**config.mk**
```make
export PLATFORM = sky130hd
export DESIGN_NAME = sat_counter
export DESIGN_NICKNAME = d
export VERILOG_FILES = /design/src/rtl/count_checker_pkg.sv /design/src/rtl/count_checker_sat_counter.sv
export SDC_FILE = /design/constraint.sdc
export NUM_CORES = 1
export LEC_CHECK = 0
export ABC_AREA = 0
export CORE_MARGIN = 10
export CORE_UTILIZATION = 50
export CTS_CLUSTER_SIZE = 30
export DETAILED_ROUTE_END_ITERATION = 8
export PLACE_DENSITY = 0.88
export SYNTH_ARGS = -nofsm -noshare
export SYNTH_HDL_FRONTEND = slang
export SYNTH_SLANG_ARGS = --single-unit
```
**constraint.sdc**
```tcl
create_clock -name clk -period 3.7 [get_ports clk]
set_clock_uncertainty 0.1 [all_clocks]
set_input_delay 0.555 -clock clk [delete_from_list [all_inputs] [get_ports clk]]
set_output_delay 0.555 -clock clk [all_outputs]
set_load 0.02 [all_outputs]
```
**src/rtl/count_checker_pkg.sv**
```systemverilog
// count_checker shared types and widths.
// Imported by count_checker and sat_counter.
package count_checker_pkg;

  localparam int DATA_W = 8;
  localparam int CNT_W  = 16;

  typedef enum logic [1:0] {
    HUNT   = 2'd0,
    SYNC   = 2'd1,
    LOCKED = 2'd2
  } state_t;

endpackage

```
**src/rtl/count_checker_sat_counter.sv**
```systemverilog
// sat_counter: synchronous saturating incrementer.
// Holds at all-ones instead of wrapping.
module sat_counter
  import count_checker_pkg::*;
(
  input  logic             clk,
  input  logic             res,
  input  logic             inc,
  output logic [CNT_W-1:0] q
);

  // count up on inc, stick at the top value
  always_ff @(posedge clk) begin
    if (res) begin
      q <= '0;
    end else if (inc && (q != '1)) begin
      q <= q + 1'b1;
    end
  end

endmodule

```
==> results of run 1 <==
-- cell usage in the layout (no fill, tap or decap), types with 3 or more instances in the layout --
cell type / n
nand2_1: 6
or4_1: 7
nand4_1: 3
and4_1: 3
nor3_1: 4
clkbuf_4: 3
o31ai_1: 6
o21ai_0: 4
clkdlybuf4s50_1: 18
a21oi_1: 10
dfxtp_1: 16
nand3_1: 6
nor2_1: 6
inv_1: 3
or3_1: 3
-- cell type report --
cell class                 count  area, um^2  share of cell area
sequential                    16         320               0.304
timing repair buffer          18         180               0.171
tap                           16        20.0              0.0190
inverter                       3        11.3              0.0107
multi-input combinational     76         500               0.474
clock buffer                   3        22.5              0.0214
-- per-layer routing --
layer / share of wire / wire, um / track usage
met5: 0 / 0 / 0
met2: 0.49 / 983 / 0.186
met4: 0.012 / 23 / 0.0684
met1: 0.44 / 881 / 0.128
met3: 0.053 / 106 / 0.0432
-- kinds of logic after synthesis --
kind of cell               count (synthesis)
and+or+nand+nor                           48
xor gates and xnor gates                   2
muxes                                      2
buffers and inverters                      7
AOI/OAI and AO/OA                         23
DFF                                       16
adders and majority gates                  1
-- power groups by stage --
stage                     Sequential, mW  Combinational (mW)  Clock, mW
after floorplan                    0.181             0.00627          0
after global placement             0.180              0.0152          0
after detailed placement           0.180              0.0158          0
after CTS                          0.176              0.0158     0.0937
after global routing               0.176              0.0175      0.101
final                              0.176              0.0157     0.0919
-- final timing paths --
path	end	slack, ns	depth (start not counted)
setup / recovery	q[5]	1.63	1
hold / removal	q[15]	0.44	2
setup reg to reg	q[11]	1.64	5
hold reg to reg	q[15]	0.44	2
-- stage by stage --
| step | utilization | instance area (um^2) | hold WS [ns] |
|---|---|---|---|
| after floorplan | - | 848 | 0.485 |
| after global placement | 0.662 | 1030 | 0.409 |
| after detailed placement | 0.662 | 1030 | 0.430 |
| after CTS | 0.677 | 1050 | 0.440 |
| after global routing | 0.677 | 1050 | 0.462 |
| final | 0.677 | 1050 | 0.439 |
==> results.sh, run 1 <==
export IMPL_drt_total_wl_mm=2.00
export IMPL_maxCapViolations=0
export IMPL_wl_per_cell_um=15.1
export IMPL_synth_flop_cell="dfxtp_1"
export IMPL_die_h_um=61.2
export IMPL_dp_hpwl_mm=1.47
export IMPL_max_freq_ghz=0.484
export IMPL_seq_area_frac_synth=0.378
export IMPL_setup_ws_ns=1.63
export IMPL_p_int_mw=0.218
export IMPL_antenna_found_initial=0
export IMPL_yosys_area_top_type="dfxtp_1"
export IMPL_drc=0
export IMPL_syn_num_nets=103
export IMPL_crit_family="buffers and inverters"
export IMPL_synth_top_family_by_area="simple AND/OR/NAND/NOR gates"
export IMPL_fin_total_pwr_mw=0.283
export IMPL_pwr_share_clk=0.324
export IMPL_arrival_ns=1.41
export IMPL_fillerInstances=133
export IMPL_cts_tree="built"
export IMPL_power_density_mw_per_mm2=269
export IMPL_drt_initial_drc_count=7
export IMPL_synth_area_um2=848
export IMPL_worstHoldStart="q[15]"
export IMPL_fin_crit_sh=0.559
export IMPL_p_seq_frac=0.621
export IMPL_crit_required_ns=3.04
export IMPL_htreeDepth=1
export IMPL_yosysWarnings=0
export IMPL_crit_path_end_kind="primary output"
export IMPL_r2r_start="q[0]"
export IMPL_cp_startpoint="q[5]"
export IMPL_cts_buffers=3
export IMPL_largest_reg_flops=16
export IMPL_critPathKind="register to primary output"
export IMPL_via_per_inst=6.43
export IMPL_dieArea_mm2=0.00374
export IMPL_rows=14
export IMPL_cp_slowest_stage_delay_ns=0.66
export IMPL_top_register="q"
export IMPL_critPathMaxFanout=7
export IMPL_cp_start_kind="register"
export IMPL_cpMaxStageDelayCell="clkdlybuf4s50_1"
export IMPL_ant_nets=0
export IMPL_clk_pin_slew_worst_paths_ns=0.09
export IMPL_critPathBufInv=1
export IMPL_netlist_top_cells_area="dfxtp_1, or4_1, a21oi_1, o31ai_1, nand3_1"
export IMPL_area_growth_pct=24.3
export IMPL_synth_seq_cells=16
export IMPL_finalSetupTns_ns=0
export IMPL_async_reset_ff_frac=0
export IMPL_status="complete, no violations"
export IMPL_avgSynthCellArea_um2=8.57
export IMPL_dp_slack_ns=1.40
export IMPL_min_path_type="register to register"
export IMPL_power_frac_comb=0.055
export IMPL_root_buffer="clkbuf_4"
export IMPL_cts_sinks=16
export IMPL_p_leak_nw=0.333
export IMPL_drt_first_pass_iters=6
export IMPL_dp_cells=129
export IMPL_synthXorXnorAreaFrac=0.0206
export IMPL_yosysMostFrequentCell="dfxtp_1"
export IMPL_final_nets=122
export IMPL_die_x_um=61.2
export IMPL_yosys_area_top_type_share=0.378
export IMPL_drive_above_1_share=0.0603
export IMPL_grt_max_degree=19
export IMPL_top_regs="q (16)"
export IMPL_power_switching_mw=0.0651
export IMPL_grt_pass1_vias=772
export IMPL_core_mm2=0.00156
export IMPL_synth_compound_area_frac=0.165
export IMPL_synth_edf_count=0
export IMPL_ir_worst_vdd_uv=227
export IMPL_final_cells=132
export IMPL_hold_viol=0
export IMPL_ioPinCount=19
export IMPL_place_congestion=0.796
export IMPL_ys_types=31
export IMPL_grt_pass1_wl_mm=3.31
export IMPL_cts_resized_gates=0
export IMPL_path_cells="clkdlybuf4s50_1"
export IMPL_start_util=0.544
export IMPL_vias=849
export IMPL_grtUsageTotal=0.116
export IMPL_synth_simple_area_share=0.364
export IMPL_num_antenna_cells=0
export IMPL_rsz0062_at_grt="no"
export IMPL_tightestPinTransition_ns=0.780
export IMPL_finalSetupViolCount=0
export IMPL_gr_total_overflow=0
export IMPL_synthTopCellsByCount="dfxtp_1, a21oi_1, or4_1"
export IMPL_synth_mux_area_frac=0.0251
export IMPL_drv_slew=0
export IMPL_switching_share=0.230
export IMPL_relSlewSlack=0.476
export IMPL_cts_hold_buf=0
export IMPL_syn_inst=99
export IMPL_port_buffers=18
export IMPL_synth_fa_ha_area_frac=0.0147
export IMPL_ctsLongestPathBuffers=2
export IMPL_post_cts_buffers=0
export IMPL_clock_latency_ns=0.29
export IMPL_period_needed_ns=2.07
Note: power is estimated with default switching activity, not from simulation.
==> run 2, diff against run 1 <==
--- a/config.mk
+++ b/config.mk
@@ -7,10 +7,10 @@
 export LEC_CHECK = 0
 export ABC_AREA = 0
 export CORE_MARGIN = 10
-export CORE_UTILIZATION = 50
+export CORE_UTILIZATION = 48
 export CTS_CLUSTER_SIZE = 30
 export DETAILED_ROUTE_END_ITERATION = 8
-export PLACE_DENSITY = 0.88
+export PLACE_DENSITY = 0.86
 export SYNTH_ARGS = -nofsm -noshare
 export SYNTH_HDL_FRONTEND = slang
 export SYNTH_SLANG_ARGS = --single-unit
==> constraint.sdc (replaced) <==
create_clock -name clk -period 2.1 [get_ports clk]
set_clock_uncertainty 0.1 [all_clocks]
set_input_delay 0.315 -clock clk [delete_from_list [all_inputs] [get_ports clk]]
set_output_delay 0.315 -clock clk [all_outputs]
set_load 0.02 [all_outputs]
==> results.sh, run 2 (synthesis gave the netlist of run 1 again) <==
export IMPL_top_regs="q (16)"
export IMPL_cts_sinks=16
export IMPL_rsz0062_at_grt="no"
export IMPL_p_seq_frac=0.560
export IMPL_crit_path_end_kind="register"
export IMPL_cp_slowest_stage_delay_ns=0.50
export IMPL_critPathKind="register to register"
export IMPL_crit_family="simple AND/OR/NAND/NOR gates"
export IMPL_top_register="q"
export IMPL_p_leak_nw=0.363
export IMPL_cpMaxStageDelayCell="or4_1"
export IMPL_vias=849
export IMPL_cp_start_kind="register"
export IMPL_die_x_um=62.0
export IMPL_critPathBufInv=1
export IMPL_power_frac_comb=0.056
export IMPL_grtUsageTotal=0.131
export IMPL_ir_worst_vdd_uv=383
export IMPL_dp_hpwl_mm=1.66
export IMPL_grt_max_degree=11
export IMPL_setup_ws_ns=0.213
export IMPL_crit_required_ns=2.23
export IMPL_drt_first_pass_iters=4
export IMPL_finalSetupViolCount=0
export IMPL_maxCapViolations=0
export IMPL_cts_resized_gates=0
export IMPL_largest_reg_flops=16
export IMPL_ctsLongestPathBuffers=2
export IMPL_clock_latency_ns=0.30
export IMPL_final_common_cell="clkdlybuf4s50_1"
export IMPL_rows=15
export IMPL_clk_pin_slew_worst_paths_ns=0.10
export IMPL_p_int_mw=0.426
export IMPL_cts_buffers=3
export IMPL_core_mm2=0.00171
export IMPL_grt_pass1_wl_mm=3.71
export IMPL_status="complete, no violations"
export IMPL_pwr_share_clk=0.384
export IMPL_wl_per_cell_um=15.2
export IMPL_arrival_ns=2.02
export IMPL_cts_tree="built"
export IMPL_die_h_um=62.0
export IMPL_ioPinCount=19
export IMPL_cts_hold_buf=0
export IMPL_min_path_type="register to register"
export IMPL_drive_above_1_share=0.107
export IMPL_via_per_inst=5.78
export IMPL_drt_total_wl_mm=2.23
export IMPL_dieArea_mm2=0.00385
export IMPL_final_nets=127
export IMPL_start_util=0.497
export IMPL_grt_pass1_vias=800
export IMPL_port_buffers=18
export IMPL_htreeDepth=1
export IMPL_ant_nets=0
export IMPL_switching_share=0.231
export IMPL_drt_initial_drc_count=23
export IMPL_mostFrequentLayoutCells="clkdlybuf4s50_1, dfxtp_1, a21oi_1, or4_1"
export IMPL_tightestPinTransition_ns=0.643
export IMPL_period_needed_ns=1.89
export IMPL_power_density_mw_per_mm2=496
export IMPL_critPathMaxFanout=10
export IMPL_power_switching_mw=0.128
export IMPL_fin_crit_sh=0.899
export IMPL_hold_viol=0
export IMPL_area_growth_pct=31.7
export IMPL_drv_slew=0
export IMPL_dp_slack_ns=0.170
export IMPL_place_congestion=0.788
export IMPL_relSlewSlack=0.566
export IMPL_path_cells="ha_1 > nand3_1 > nor4_4 > buf_4 > or4_1 > a21oi_1"
export IMPL_root_buffer="clkbuf_4"
export IMPL_drc=0
export IMPL_gr_total_overflow=0
export IMPL_finalSetupTns_ns=0
export IMPL_antenna_found_initial=0
export IMPL_num_antenna_cells=0
export IMPL_max_freq_ghz=0.530
export IMPL_post_cts_buffers=0
-- run 2: final cells by class --
type                       instances  area [um^2]
inverter                           3         11.3
timing repair buffer              23          218
clock buffer                       4         36.3
sequential                        16          320
multi-input combinational         76          500
tap                               25         31.3
fill                             148          591
-- run 2: final timing paths --
check        slack, ns  depth (start not counted)    end  startpoint
min reg2reg       0.44                          2  q[15]       q[15]
max               0.21                          6   q[9]        q[0]
min               0.44                          2  q[15]       q[15]
max reg2reg       0.21                          6   q[9]        q[0]
-- run 2: worst min-delay path, delay by kind of cell (launching register included) --
kind            cells  cell delay, ns
flops               1            0.37
compound gates      2            0.14
-- run 2: power by group through the flow --
stage	clock, mW	sequential [mW]	combinational, mW
floorplan	0	0.320	0.0110
global placement	0	0.317	0.0300
detailed placement	0	0.317	0.0311
CTS	0.213	0.310	0.0312
global route	0.241	0.311	0.0335
finish	0.213	0.310	0.0311
-- run 2: metrics by stage --
step / utilization / std cells / instance area (um^2) / power, mW / hold WS (ns)
2_1_floorplan: - / 99 / 848 / 0.331 / 0.375
3_5_place_dp: 0.633 / 143 / 1080 / 0.348 / 0.420
5_1_grt: 0.654 / 147 / 1120 / 0.585 / 0.464
4_1_cts: 0.654 / 147 / 1120 / 0.554 / 0.439
3_3_place_gp: 0.633 / 143 / 1080 / 0.347 / 0.412
6_report: 0.654 / 147 / 1120 / 0.554 / 0.440
-- run 2: routing by layer --
layer | vias up | GRT usage | share of wire
met5 | - | 0 | 0
met1 | 389 | 0.146 | 0.43
met3 | 9 | 0.0508 | 0.057
met2 | 19 | 0.199 | 0.48
li1 | 432 | - | -
met4 | 0 | 0.0924 | 0.035
